[config.mk]
export PLATFORM = sky130hd
export DESIGN_NAME = irq_ctrl
export DESIGN_NICKNAME = d
export VERILOG_FILES = /design/src/rtl/irq_defs.sv /design/src/rtl/irq_prio_enc.sv /design/src/rtl/irq_ctrl.sv
export SDC_FILE = /design/constraint.sdc
export NUM_CORES = 1
export LEC_CHECK = 0
export CORE_MARGIN = 4
export CORE_UTILIZATION = 40
export CTS_BUF_LIST = sky130_fd_sc_hd__clkbuf_16
export DETAILED_ROUTE_END_ITERATION = 7
export DONT_BUFFER_PORTS = 1
export GPL_ROUTABILITY_DRIVEN = 0
export MAX_ROUTING_LAYER = met4
export PLACE_DENSITY_LB_ADDON = 0.1
export SLEW_MARGIN = 20
export SYNTH_ARGS = -nofsm -noshare
export SYNTH_HDL_FRONTEND = slang
export SYNTH_SLANG_ARGS = --single-unit
export TNS_END_PERCENT = 50
[constraint.sdc]
create_clock -name clk -period 1.5 [get_ports clk]
set_clock_uncertainty 0.2 [all_clocks]
set_input_delay 0.225 -clock clk [delete_from_list [all_inputs] [get_ports clk]]
set_output_delay 0.225 -clock clk [all_outputs]
set_load 0.03 [all_outputs]
[src/rtl/irq_defs.sv]
// Shared definitions for the interrupt controller: source count,
// FSM state encodings and register word offsets.
package irq_defs;

  localparam int NSRC = 6;
  localparam int IDW  = 3;

  typedef enum logic [1:0] {
    ST_IDLE = 2'b00,
    ST_REQ  = 2'b01,
    ST_SERV = 2'b10
  } state_t;

  localparam logic [1:0] ADDR_CTRL = 2'd0;
  localparam logic [1:0] ADDR_MASK = 2'd1;
  localparam logic [1:0] ADDR_PEND = 2'd2;
  localparam logic [1:0] ADDR_STAT = 2'd3;

endpackage

[src/rtl/irq_prio_enc.sv]
// Fixed-priority encoder: reports the lowest set index and whether any bit is set.
module irq_prio_enc #(
  parameter int N   = 6,
  parameter int IDW = 3
) (
  input  logic [N-1:0]   req,
  output logic [IDW-1:0] idx,
  output logic           valid
);

  // Scan from the top down so the lowest set index is the last one written
  always_comb begin
    idx   = '0;
    valid = 1'b0;
    for (int i = N - 1; i >= 0; i--) begin
      if (req[i]) begin
        idx   = IDW'(i);
        valid = 1'b1;
      end
    end
  end

endmodule

[src/rtl/irq_ctrl.sv]
// Interrupt controller: latches source events into PEND, masks them, and
// hands the highest-priority one to the CPU through a REQ/SERV handshake.
module irq_ctrl #(
  parameter int NSRC = irq_defs::NSRC
) (
  input  logic            clk,
  input  logic            reset,
  input  logic [1:0]      addr,
  input  logic [31:0]     WD,
  input  logic            WE,
  output logic [31:0]     RD,
  input  logic [NSRC-1:0] src,
  input  logic            ack,
  input  logic            eoi,
  output logic            irq
);
  import irq_defs::*;

  logic            en_q;
  logic            edge_q;
  logic            armed_q;
  logic [NSRC-1:0] mask_q;
  logic [NSRC-1:0] pend_q;
  logic [NSRC-1:0] prev_q;
  logic [NSRC-1:0] set_vec;
  logic [NSRC-1:0] clr_vec;
  logic [NSRC-1:0] active;
  logic [IDW-1:0]  cur_id_q;
  logic [IDW-1:0]  win_id;
  logic            win_valid;
  logic            grant;
  logic            wr_ctrl;
  logic            wr_mask;
  logic            wr_pend;
  logic            wd_unused;
  state_t          state_q;
  state_t          state_d;

  assign wr_ctrl   = WE && (addr == ADDR_CTRL);
  assign wr_mask   = WE && (addr == ADDR_MASK);
  assign wr_pend   = WE && (addr == ADDR_PEND);
  assign active    = pend_q & mask_q;
  assign wd_unused = ^WD[31:NSRC];

  irq_prio_enc #(
    .N   (NSRC),
    .IDW (IDW)
  ) u_prio (
    .req   (active),
    .idx   (win_id),
    .valid (win_valid)
  );

  // Set events: rising edges or levels, suppressed on the first edge after reset
  always_comb begin
    set_vec = '0;
    if (armed_q) begin
      set_vec = edge_q ? (src & ~prev_q) : src;
    end
  end

  // Next-state logic; a grant in REQ also clears the winner's pending bit
  always_comb begin
    state_d = state_q;
    grant   = 1'b0;
    case (state_q)
      ST_IDLE: begin
        if (en_q && win_valid) state_d = ST_REQ;
      end
      ST_REQ: begin
        if (!en_q || !win_valid) begin
          state_d = ST_IDLE;
        end else if (ack) begin
          state_d = ST_SERV;
          grant   = 1'b1;
        end
      end
      ST_SERV: begin
        if (eoi) state_d = ST_IDLE;
      end
      default: state_d = ST_IDLE;
    endcase
  end

  // Clear sources: software W1C and the grant; set events are applied after, so they win
  always_comb begin
    clr_vec = '0;
    if (wr_pend) clr_vec = WD[NSRC-1:0];
    if (grant) clr_vec = clr_vec | (NSRC'(1) << win_id);
  end

  // FSM state, registered irq and the granted source id
  always_ff @(posedge clk or posedge reset) begin
    if (reset) begin
      state_q  <= ST_IDLE;
      irq      <= 1'b0;
      cur_id_q <= '0;
    end else begin
      state_q <= state_d;
      irq     <= (state_d == ST_REQ);
      if (grant) cur_id_q <= win_id;
    end
  end

  // Programmable registers, pending bits and the edge-detect history
  always_ff @(posedge clk or posedge reset) begin
    if (reset) begin
      en_q    <= 1'b0;
      edge_q  <= 1'b0;
      mask_q  <= '0;
      pend_q  <= '0;
      prev_q  <= '0;
      armed_q <= 1'b0;
    end else begin
      armed_q <= 1'b1;
      prev_q  <= src;
      pend_q  <= (pend_q & ~clr_vec) | set_vec;
      if (wr_ctrl) begin
        en_q   <= WD[0];
        edge_q <= WD[1];
      end
      if (wr_mask) mask_q <= WD[NSRC-1:0];
    end
  end

  // Combinational register read mux; unimplemented bits read as zero
  always_comb begin
    RD = '0;
    case (addr)
      ADDR_CTRL: RD = {30'd0, edge_q, en_q};
      ADDR_MASK: RD[NSRC-1:0] = mask_q;
      ADDR_PEND: RD[NSRC-1:0] = pend_q;
      default:   RD = {25'd0, cur_id_q, 2'b00, state_q};
    endcase
  end

endmodule

# Yosys cells after proc, flatten, opt, wreduce, memory -nomap -nowiden

Cells that the tools add are included.

Bits in registers: 27
Input port bits: 45
Output and inout port bits: 33
Logic and storage cells: 58

Equality and inequality tests: 5
Shifts and indexed selects: 1
Mux-type cells: 26
Bitwise gates (word level): 7
Reductions and logical operators: 10

Operators with widths:

| kind                                             | number |
|---|---|
| two-way mux 6 bit                                | 4 |
| AND 6 bit                                        | 3 |
| two-way mux 3 bit                                | 6 |
| one-hot mux 6 bit (3 select lines)               | 1 |
| inverter 6 bit                                   | 2 |
| bitwise OR 6 bit                                 | 2 |
| two-way mux 1 bit                                | 10 |
| two-way mux 2 bit                                | 4 |
| == test 2 x 1 -> 1 bit (second input constant)   | 3 |
| one-hot mux 2 bit (3 select lines)               | 1 |
| left shift 1 x 3 -> 6 bit (first input constant) | 1 |
| == test 2 bit (second input constant)            | 2 |
| logical AND 1 bit                                | 4 |
| logical NOT 2 bit                                | 2 |
| OR reduction 3 bit                               | 1 |
| logical NOT 1 bit                                | 2 |
| logical OR 1 bit                                 | 1 |

# Depth between registers and ports, before layout

Gate-level depths: netlist (run 1).

Depth after elaboration: 15
Gate-level depth with buffers: 6
Mapped depth without buffers: 4

# By module

A second synthesis (run 1) with hierarchy kept.

Cell total of the unflattened synthesis: 145
Area, all modules: 1,524.0 um2

By module, submodules not included:

| module       | times used | cells each | area an instance (um2) | seq. area each (um2) |
|---|---|---|---|---|
| irq_ctrl     | 1          | 135        | 1,466.4                | 675.6 |
| irq_prio_enc | 1          | 10         | 57.6                   | 0.0 |

# Worst setup path before layout (run 1)

Ideal clock, no wire load.

Kind: input -> output
Start: input addr[1]
End: output RD[0]
Data arrival time: 1,032 ps
Data required time: 1,075 ps
Setup slack: 43 ps
Cell stages on the path: 2
Path buffers: 1
Path through: buf_2 mux4_2

Cells in the longest elaborated chain, start to end: 2
Elaborated cells between the ends (all ways): 4
Those cells by class: 2 x eq/ne; 1 x mux; 1 x reduce/logical

Ends and longest elaborated chain:

| item                                        | line            | RTL |
|---|---|---|
| from (decl)                                 | irq_ctrl.sv:8   | `input logic [1:0] addr,` |
| == test 2 bit, or another cell as far along | irq_ctrl.sv:129 | `case (addr)` |
| one-hot mux 6 bit (3 select lines) *        | irq_ctrl.sv:129 |  |
| to (decl)                                   | irq_ctrl.sv:11  | `output logic [31:0] RD,` |

Every way passes the cells marked *; elsewhere a longest branch is shown, timed or not.

# Worst setup path after layout (run 1)

Start: register pend_q[1]
End: output RD[1]

Cells in the longest elaborated chain, start to end: 1

Ends and longest elaborated chain:

| item                               | line            | RTL |
|---|---|---|
| from (decl)                        | irq_ctrl.sv:23  | `logic [NSRC-1:0] pend_q;` |
| from (signal assigned)             | irq_ctrl.sv:117 | `pend_q <= (pend_q & ~clr_vec) \| set_vec;` |
| one-hot mux 6 bit (3 select lines) | irq_ctrl.sv:129 |  |

Every way passes these cells.

==> results of run 1 <==
==> routing by layer <==
layer  track usage (%)  vias to the layer above  part of all wire [%]
li1                  -                      524                     -
met1              19.7                      539                    43
met2              26.7                       42                    50
met3              2.92                        4                   5.8
met4              4.47                        0                   1.1
met5                 -                        -                     0
==> cell families after synthesis <==
family                 Yosys count  share of synthesized area (%)
AOI/OAI and AO/OA               25                           12.8
DFF                             27                           46.0
buffers and inverters           29                           14.2
muxes                           12                           10.7
other                            2                          0.511
and+or+nand+nor                 40                           15.8
==> final cells by class <==
class	count	area (um^2)
Clock buffer	3	75.1
Clock inverter	1	5.00
Fill cell	297	1460
Inverter	1	3.75
Multi-Input combinational cell	103	772
Sequential cell	27	678
Tap cell	46	57.6
Timing Repair Buffer	45	392
==> per-stage QoR <==
stage          cell area [um^2]  total power [uW]
2_1_floorplan              1560              1550
3_3_place_gp               1560              1750
3_5_place_dp               1560              1760
4_1_cts                    1900              2540
5_1_grt                    1980              2760
6_report                   1980              2620
==> how the worst max path moves through the flow <==
stage | depth (start not counted) | slack [ps] | endpoint | from
final | 2 | -280 | RD[1] | pend_q[1]
after global routing | 2 | -310 | RD[1] | pend_q[1]
after CTS | 2 | -270 | RD[1] | mask_q[1]
after detailed placement | 4 | -50 | pend_q[4] | mask_q[0]
after global placement | 4 | -80 | pend_q[4] | mask_q[2]
after floorplan | 2 | 40 | RD[0] | addr[1]
==> sequential cells by signal, summed over array words and instances, names as in the netlist <==
name      count
en_q          1
cur_id_q      3
pend_q        6
mask_q        6
edge_q        1
irq           1
prev_q        6
state_q       2
armed_q       1
==> tightest hold or removal path, stage by stage <==
cell and delay (ps):
nand2_1 30, a21oi_1 120, a31o_2 110
==> cells in the mapped netlist <==
| library cell | count | share of area, % |
|---|---|---|
| inv_1 | 1 | 0.26 |
| nor3b_2 | 1 | 0.85 |
| nand3_1 | 5 | 1.7 |
| nor4_1 | 1 | 0.43 |
| nand2_2 | 1 | 0.43 |
| mux2_2 | 10 | 7.7 |
| conb_1 | 2 | 0.51 |
| and3_1 | 1 | 0.43 |
| a32o_1 | 3 | 2.0 |
| a22o_1 | 6 | 3.6 |
| a22oi_1 | 4 | 2.0 |
| nor2b_1 | 2 | 0.85 |
| and3b_1 | 1 | 0.60 |
| mux4_2 | 2 | 3.1 |
| buf_2 | 2 | 0.68 |
| o21ai_0 | 2 | 0.68 |
| nor2_1 | 2 | 0.51 |
| o311ai_0 | 1 | 0.60 |
| dfrtp_1 | 27 | 46 |
| nand2b_1 | 1 | 0.43 |
| a31o_2 | 3 | 1.8 |
| nand2_1 | 20 | 5.1 |
| nor2b_4 | 1 | 0.94 |
| nand4b_4 | 1 | 1.6 |
| a21oi_1 | 6 | 2.0 |
| and4b_1 | 2 | 1.4 |
| nor3b_1 | 1 | 0.51 |
| buf_4 | 26 | 13 |
==> repair_timing <==
action	in CTS	in global routing
gates resized for setup	17	15
pin swaps	2	10
hold buffers	14	0
endpoints found under the hold margin	48	0
buffers inserted	7	4
endpoints found under the setup margin	12	17
==> where the power goes <==
part	switching (uW)	internal [uW]	total [uW]
sequential	142	875	1020
clock	244	360	604
combinational	469	527	996
==> out/results.tsv, run 1 <==
metric	value	unit
outcome	complete, but fails checks	
failing checks	negative setup slack	
DR DRC count	0	
Synth Cell Area	1470	um^2
setup_tns	-1980	ps
worst hold path depth	3	
RSZ-0062 raised after global routing	yes	
kind of cell adding the most delay to the critical path	multiplexers	
Clk pin slew, worst setup/hold paths	70	ps
die width	68.6	um
worst reg2reg path depth	6	
HP Start	src[2]	
commonest non-fill, non-tap cells in the layout	26 x conb_1, 26 x buf_4, 25 x dfrtp_1	
final hold slack	54.7	ps
Final period util	118	%
R2R Setup Slk	-210	ps
Hold Fails Final Rpt	0	
Area growth syn-to-layout	35.0	%
post-layout util	57.6	%
CTS tree	done	
fraction of layout cells with a size suffix above 1	38.9	%
Slew Limit Fails	0	
Fmax	563	MHz
Power Density	1320	nW/um^2
worst path required time	1070	ps
initial core utilization	42.7	%
Post-DRT Antenna Nets	0	
Buf/Inv on CP	1	
distinct cell type count after synthesis	28	
critical path fanouts, max	2	
Yosys warning count	0	
initial antenna violation count	0	
worst r2r dst	pend_q[3]	
worst path cell trace	buf_6 > mux4_2	
Setup Viol. Count Final	15	
clock tree buffer depth	2	
worst hold-check path type	input pin to register	
CP Launch Type	register	
number of iterations in the first detailed-routing pass	4	
DR WL/cell	14.5	um
Max rail drop VDD	0.000788	V
CP max-delay cell	mux4_2	
Place WS	-52.4	ps
CP Class	register to primary output	
clock root buffer	clkbuf_16	
Pleak	0.000912	uW
H-Tree Depth	1	
Core Region	3440	um^2
crit path time final	1780	ps
Sink Count	27	
kind of end point of the critical path	primary output	
first-pass GRT wire length	5350	um
Total GRT Usage	15.9	%
Max-Cap Viols	0	
DP HPWL	2410	um
IO Port Bufs	0	
I/O Pins	78	
Post-Syn Area per Cell	10.9	um^2
worst-skew pair later-pin latency	260	ps
ant diodes	0	
# nets final	226	
R2R Path Start	mask_q[1]	
FF+latch count, synth	27	
Max stage delay on crit path	560	ps
hold endpoint	pend_q[2]	
DR vias/cell	4.91	
DRT iter0 DRCs	47	
Mapped Cells	135	
# placed instances	197	
CP arrival	1350	ps
number of global-route vias before repair	1100	
Die Height	68.6	um
DIE AREA	4710	um^2
register area share after synthesis	46.0	%
fin worst setup slack	-275	ps
GR Overflow Total	0	
Cell Count, Final, Fillers Out	226	
vias	1109	
Routed WL	3280	um
largest net degree at the start of global routing	28	
CTS Buf Count	3	
row count	21	
Power figures use the tool's default switching activity.
==> run 2: changes to the inputs <==
CTS_BUF_LIST = unset   (was sky130_fd_sc_hd__clkbuf_16)
==> out/results.tsv, run 2 (synthesis gave the netlist of run 1 again) <==
metric	value	unit	change
Layout fillers	302		+1.7%
Cell Count, Final, Fillers Out	225		-0.44%
Pleak	0.000892	uW	-2.2%
vias	1110		+0.090%
Clk pin slew, worst setup/hold paths	90	ps	+20 ps
number of iterations in the first detailed-routing pass	4		unchanged
Worst Setup EP	RD[1]		
IO Port Bufs	0		unchanged
clock tree buffer depth	2		unchanged
die width	68.6	um	unchanged
largest net degree at the start of global routing	28		unchanged
worst-skew pair later-pin latency	270	ps	about the same
Core Region	3440	um^2	unchanged
I/O Pins	78		unchanged
Post-DRT Antenna Nets	0		unchanged
Worst path depth	2		unchanged
# placed instances	197		unchanged
CP Launch Type	register		
worst hold path depth	2		-1
commonest non-fill, non-tap cells in the layout	26 x conb_1, 25 x dfrtp_1, 25 x buf_4		
# nets final	225		-0.44%
Final period util	119	%	+0.67 points
CP Class	register to primary output		
outcome	complete, but fails checks		
DIE AREA	4710	um^2	unchanged
combinational share of power	41.1	%	+3.0 points
worst path cell trace	buf_6 > mux4_2		
DP HPWL	2410	um	unchanged
CTS tree	done		
most common cell after layout, fill and taps aside	conb_1		
Fmax	560	MHz	-0.56%
clock root buffer	clkbuf_8		
worst path required time	1070	ps	about the same
Max-Cap Viols	0		unchanged
failing checks	negative setup slack		
kind of end point of the critical path	primary output		
sequential share of power	42.2	%	+3.3 points
first-pass GRT wire length	5220	um	-2.3%
RSZ-0062 raised after global routing	yes		
initial antenna violation count	0		unchanged
critical path fanouts, max	2		unchanged
R2R Path Start	mask_q[1]		
Int Pwr	1580	uW	-10%
number of global-route vias before repair	1101		+0.091%
kind of cell adding the most delay to the critical path	multiplexers		
Clk pwr share	16.7	%	-6.4 points
Setup Viol. Count Final	16		+1
P_sw	822	uW	-3.9%
Max rail drop VDD	0.000635	V	-19%
initial core utilization	42.7	%	unchanged
biggest regs	mask_q: 6 flops, pend_q: 6 flops, prev_q: 6 flops		
Max stage delay on crit path	560	ps	about the same
CP max-delay cell	mux4_2		
fraction of layout cells with a size suffix above 1	38.5	%	-0.34 points
crit path time final	1790	ps	+10.0 ps
Area growth syn-to-layout	32.2	%	
Routed WL	3220	um	-1.8%
Sw Share	34.2	%	+1.6 points
Die Height	68.6	um	unchanged
DR vias/cell	4.93		+0.54%
CP arrival	1360	ps	about the same
Slew Limit Fails	0		unchanged
DR WL/cell	14.3	um	-1.3%
setup_tns	-2060	ps	-78.4 ps
worst hold-check path type	input pin to register		
Buf/Inv on CP	1		unchanged
GR Overflow Total	0		unchanged
DR DRC count	0		unchanged
DRT iter0 DRCs	47		unchanged
ant diodes	0		unchanged
Hold Fails Final Rpt	0		unchanged
worst reg2reg path depth	6		unchanged
Total GRT Usage	15.4	%	-0.52 points
Worst Setup SP	pend_q[1]		
worst r2r dst	pend_q[3]		
fin worst setup slack	-285	ps	-10.0 ps
Power Density	1240	nW/um^2	-6.4%
Sink Count	27		unchanged
row count	21		unchanged
CTS Buf Count	3		unchanged
R2R Setup Slk	-220	ps	about the same
H-Tree Depth	1		unchanged
run 2: final cells by class:
class	instances	area [um^2]	share of cell area [%]
sequential	27	678	34.9
tap	46	57.6	2.96
timing repair buffer	44	384	19.8
clock inverter	1	5.00	0.258
clock buffer	3	41.3	2.13
multi-input combinational	103	772	39.8
inverter	1	3.75	0.193
run 2: repair_timing:
item	4_1_cts	5_1_grt
endpoints found under the setup margin	12	17
pin swaps	2	8
gates resized for setup	16	16
hold buffers	14	0
hold endpoints to repair	48	0
setup buffers	7	3
run 2: worst reg2reg max path: stages (launching register included):
cell and delay (ps):
dfrtp_1 400, buf_4 140, buf_6 110, a22oi_2 240, nor2b_4 220, nand3_2 80
a31o_2 220
run 2: stage by stage:
step                setup slack (ps)  instance area [um^2]  power, uW  hold slack [ps]  utilization (%)
floorplan                       43.4                  1560       1550             56.4                -
global placement               -79.3                  1560       1750           0.0779             45.4
detailed placement             -52.4                  1560       1760             6.12             45.4
CTS                             -291                  1860       2340             30.0             54.2
global route                    -326                  1940       2540             44.4             56.4
finish                          -285                  1940       2400             47.4             56.4
run 2: routing by layer:
layer | global-route usage (%) | up-vias | share of wire (%)
li1 | - | 521 | -
met1 | 19.5 | 543 | 43
met2 | 25.5 | 42 | 50
met3 | 2.27 | 4 | 5.9
met4 | 4.71 | 0 | 1.1
met5 | - | - | 0
run 2: power groups by stage:
stage / Clock (uW) / Sequential (uW) / Combinational (uW)
after global routing: 453 / 1030 / 1060
after detailed placement: 0 / 1020 / 742
after floorplan: 0 / 1010 / 545
final: 400 / 1010 / 986
after global placement: 0 / 1020 / 732
after CTS: 423 / 1010 / 911
run 2: how the worst min path moves through the flow:
stage,start,to,slack (ps)
after floorplan,src[0],prev_q[0],60
after global placement,reset,prev_q[0],0.08
after detailed placement,reset,mask_q[0],6
after CTS,ack,irq,30
after global routing,WD[0],pend_q[0],40
final,WD[0],pend_q[0],50
==> run 3: changes to the inputs <==
CORE_MARGIN = unset   (was 4)
CORE_UTILIZATION = 50   (was 40)
==> out/results.tsv, run 3 (synthesis gave the netlist of run 1 again) <==
metric	value	unit	change
Max rail drop VDD	0.000868	V	+37%
worst hold-check path type	input pin to register		
Die Height	56.2	um	-18%
Reg area	678	um^2	unchanged
Post-DRT Antenna Nets	0		unchanged
Core Region	2780	um^2	-19%
P_sw	820	uW	-0.20%
CTS tree	done		
largest net degree at the start of global routing	28		unchanged
die width	56.2	um	-18%
initial core utilization	52.8	%	+10 points
critical path fanouts, max	3		+1
hold endpoint	edge_q		
Routed WL	3180	um	-1.4%
worst path cell trace	buf_6 > mux4_2		
Power Density	1220	nW/um^2	-1.6%
post-layout util	67.1	%	+11 points
total power	2270	uW	-5.5%
biggest regs	mask_q: 6 flops, pend_q: 6 flops, prev_q: 6 flops		
crit path time final	1870	ps	+87.3 ps
commonest non-fill, non-tap cells in the layout	26 x conb_1, 25 x dfrtp_1, 20 x nand2_1		
CP max-delay cell	mux4_2		
H-Tree Depth	1		unchanged
Sink Count	27		unchanged
DRT iter0 DRCs	19		-60%
clock tree buffer depth	2		unchanged
setup_tns	-2600	ps	-544 ps
Fmax	534	MHz	-4.7%
Int Pwr	1450	uW	-8.2%
worst-skew pair later-pin latency	340	ps	+70 ps
worst hold path depth	2		unchanged
DIE AREA	3160	um^2	-33%
Sw Share	36.2	%	+1.9 points
Max-Cap Viols	0		unchanged
multi-input gate area in the final layout	741	um^2	-4.1%
DR WL/cell	15.3	um	+7.2%
CP Launch Type	register		
Pleak	0.000862	uW	-3.4%
IO Port Bufs	0		unchanged
first-pass GRT wire length	5060	um	-3.0%
CP arrival	1450	ps	+90 ps
DR vias/cell	5.33		+8.1%
worst path required time	1070	ps	about the same
worst reg2reg path depth	5		-1
number of iterations in the first detailed-routing pass	5		+1
most common cell after layout, fill and taps aside	conb_1		
Slew Limit Fails	0		unchanged
CTS Buf Count	3		unchanged
number of global-route vias before repair	1106		+0.45%
Max stage delay on crit path	560	ps	about the same
vias	1104		-0.54%
Total GRT Usage	22.3	%	+6.9 points
GR Overflow Total	0		unchanged
Final period util	125	%	+5.8 points
# nets final	222		-1.3%
DP HPWL	2100	um	-13%
Clk pin slew, worst setup/hold paths	150	ps	+60 ps
HP Start	WE		
RSZ-0062 raised after global routing	yes		
Layout fillers	226		-25%
Area growth syn-to-layout	27.0	%	
R2R Path Start	pend_q[0]		
DR DRC count	0		unchanged
Worst Setup SP	pend_q[1]		
clock root buffer	clkbuf_4		
Hold Fails Final Rpt	0		unchanged
fin worst setup slack	-373	ps	-87.3 ps
I/O Pins	78		unchanged
Setup Viol. Count Final	17		+1
combinational share of power	40.7	%	-0.4 points
sequential share of power	45.0	%	+2.8 points
outcome	complete, but fails checks		
ant diodes	0		unchanged
initial antenna violation count	0		unchanged
worst r2r dst	pend_q[5]		
Clk pwr share	14.3	%	-2.4 points
CP Class	register to primary output		
kind of end point of the critical path	primary output		
fraction of layout cells with a size suffix above 1	33.5	%	-5.0 points
row count	19		-9.5%
failing checks	negative setup slack		
R2R Setup Slk	-200	ps	+20 ps
-- run 3: cell count changes in the layout (fill, tap and decap cells not counted), moves of 3 or more --
cell / change
buf_4: -8
clkbuf_4: +3
clkbuf_8: -3
dlygate4sd3_1: +3
nand2_2: -3
-- run 3: area by class of cell --
type	instances	share of cell area, %
multi-input combinational	103	39.7
sequential	27	36.4
timing repair buffer	41	20.2
tap	31	2.08
clock buffer	3	1.21
clock inverter	1	0.268
inverter	1	0.201
-- run 3: worst max-delay path by stage --
| stage | depth (start not counted) | endpoint | slack (ps) |
|---|---|---|---|
| after detailed placement | 4 | pend_q[4] | -60 |
| after CTS | 2 | RD[1] | -380 |
| after global routing | 2 | RD[1] | -410 |
| after global placement | 4 | pend_q[4] | -80 |
| final | 2 | RD[1] | -370 |
| after floorplan | 2 | RD[0] | 40 |
-- run 3: through the flow --
stage / worst slack [ps] / instance area (um^2) / hold WS, ps / std cells
2_1_floorplan: 43.4 / 1560 / 56.4 / 159
3_3_place_gp: -83.7 / 1510 / -7.41 / 178
3_5_place_dp: -59.7 / 1510 / -4.10 / 178
4_1_cts: -377 / 1820 / 73.3 / 206
5_1_grt: -407 / 1870 / 68.1 / 207
6_report: -373 / 1870 / 86.4 / 207
-- run 3: routing by layer --
| metal | up-vias | GRT usage [%] | share of wire (%) |
|---|---|---|---|
| li1 | 517 | - | - |
| met1 | 540 | 27.3 | 41 |
| met2 | 40 | 37.2 | 53 |
| met3 | 7 | 3.26 | 4.2 |
| met4 | 0 | 9.06 | 2.0 |
| met5 | - | - | 0 |
-- run 3: what timing repair did --
action / 4_1_cts / 5_1_grt
buffers inserted: 7 / 1
hold endpoints to repair: 51 / 0
gates resized for setup: 17 / 9
setup endpoints to repair: 14 / 21
hold buffers: 17 / 0
pin swaps: 3 / 2
-- run 3: critical path: cells and delay by family, from the launching register on --
family	cells	cell delay (ps)
multiplexers	1	560
flip-flops	1	420
buffers and inverters	1	120
-- run 3: power groups by stage --
stage               combinational, uW  sequential (uW)  clock, uW
floorplan                         545             1010          0
global placement                  694             1020          0
detailed placement                703             1020          0
CTS                               873             1010        333
global route                      979             1040        358
finish                            922             1020        325
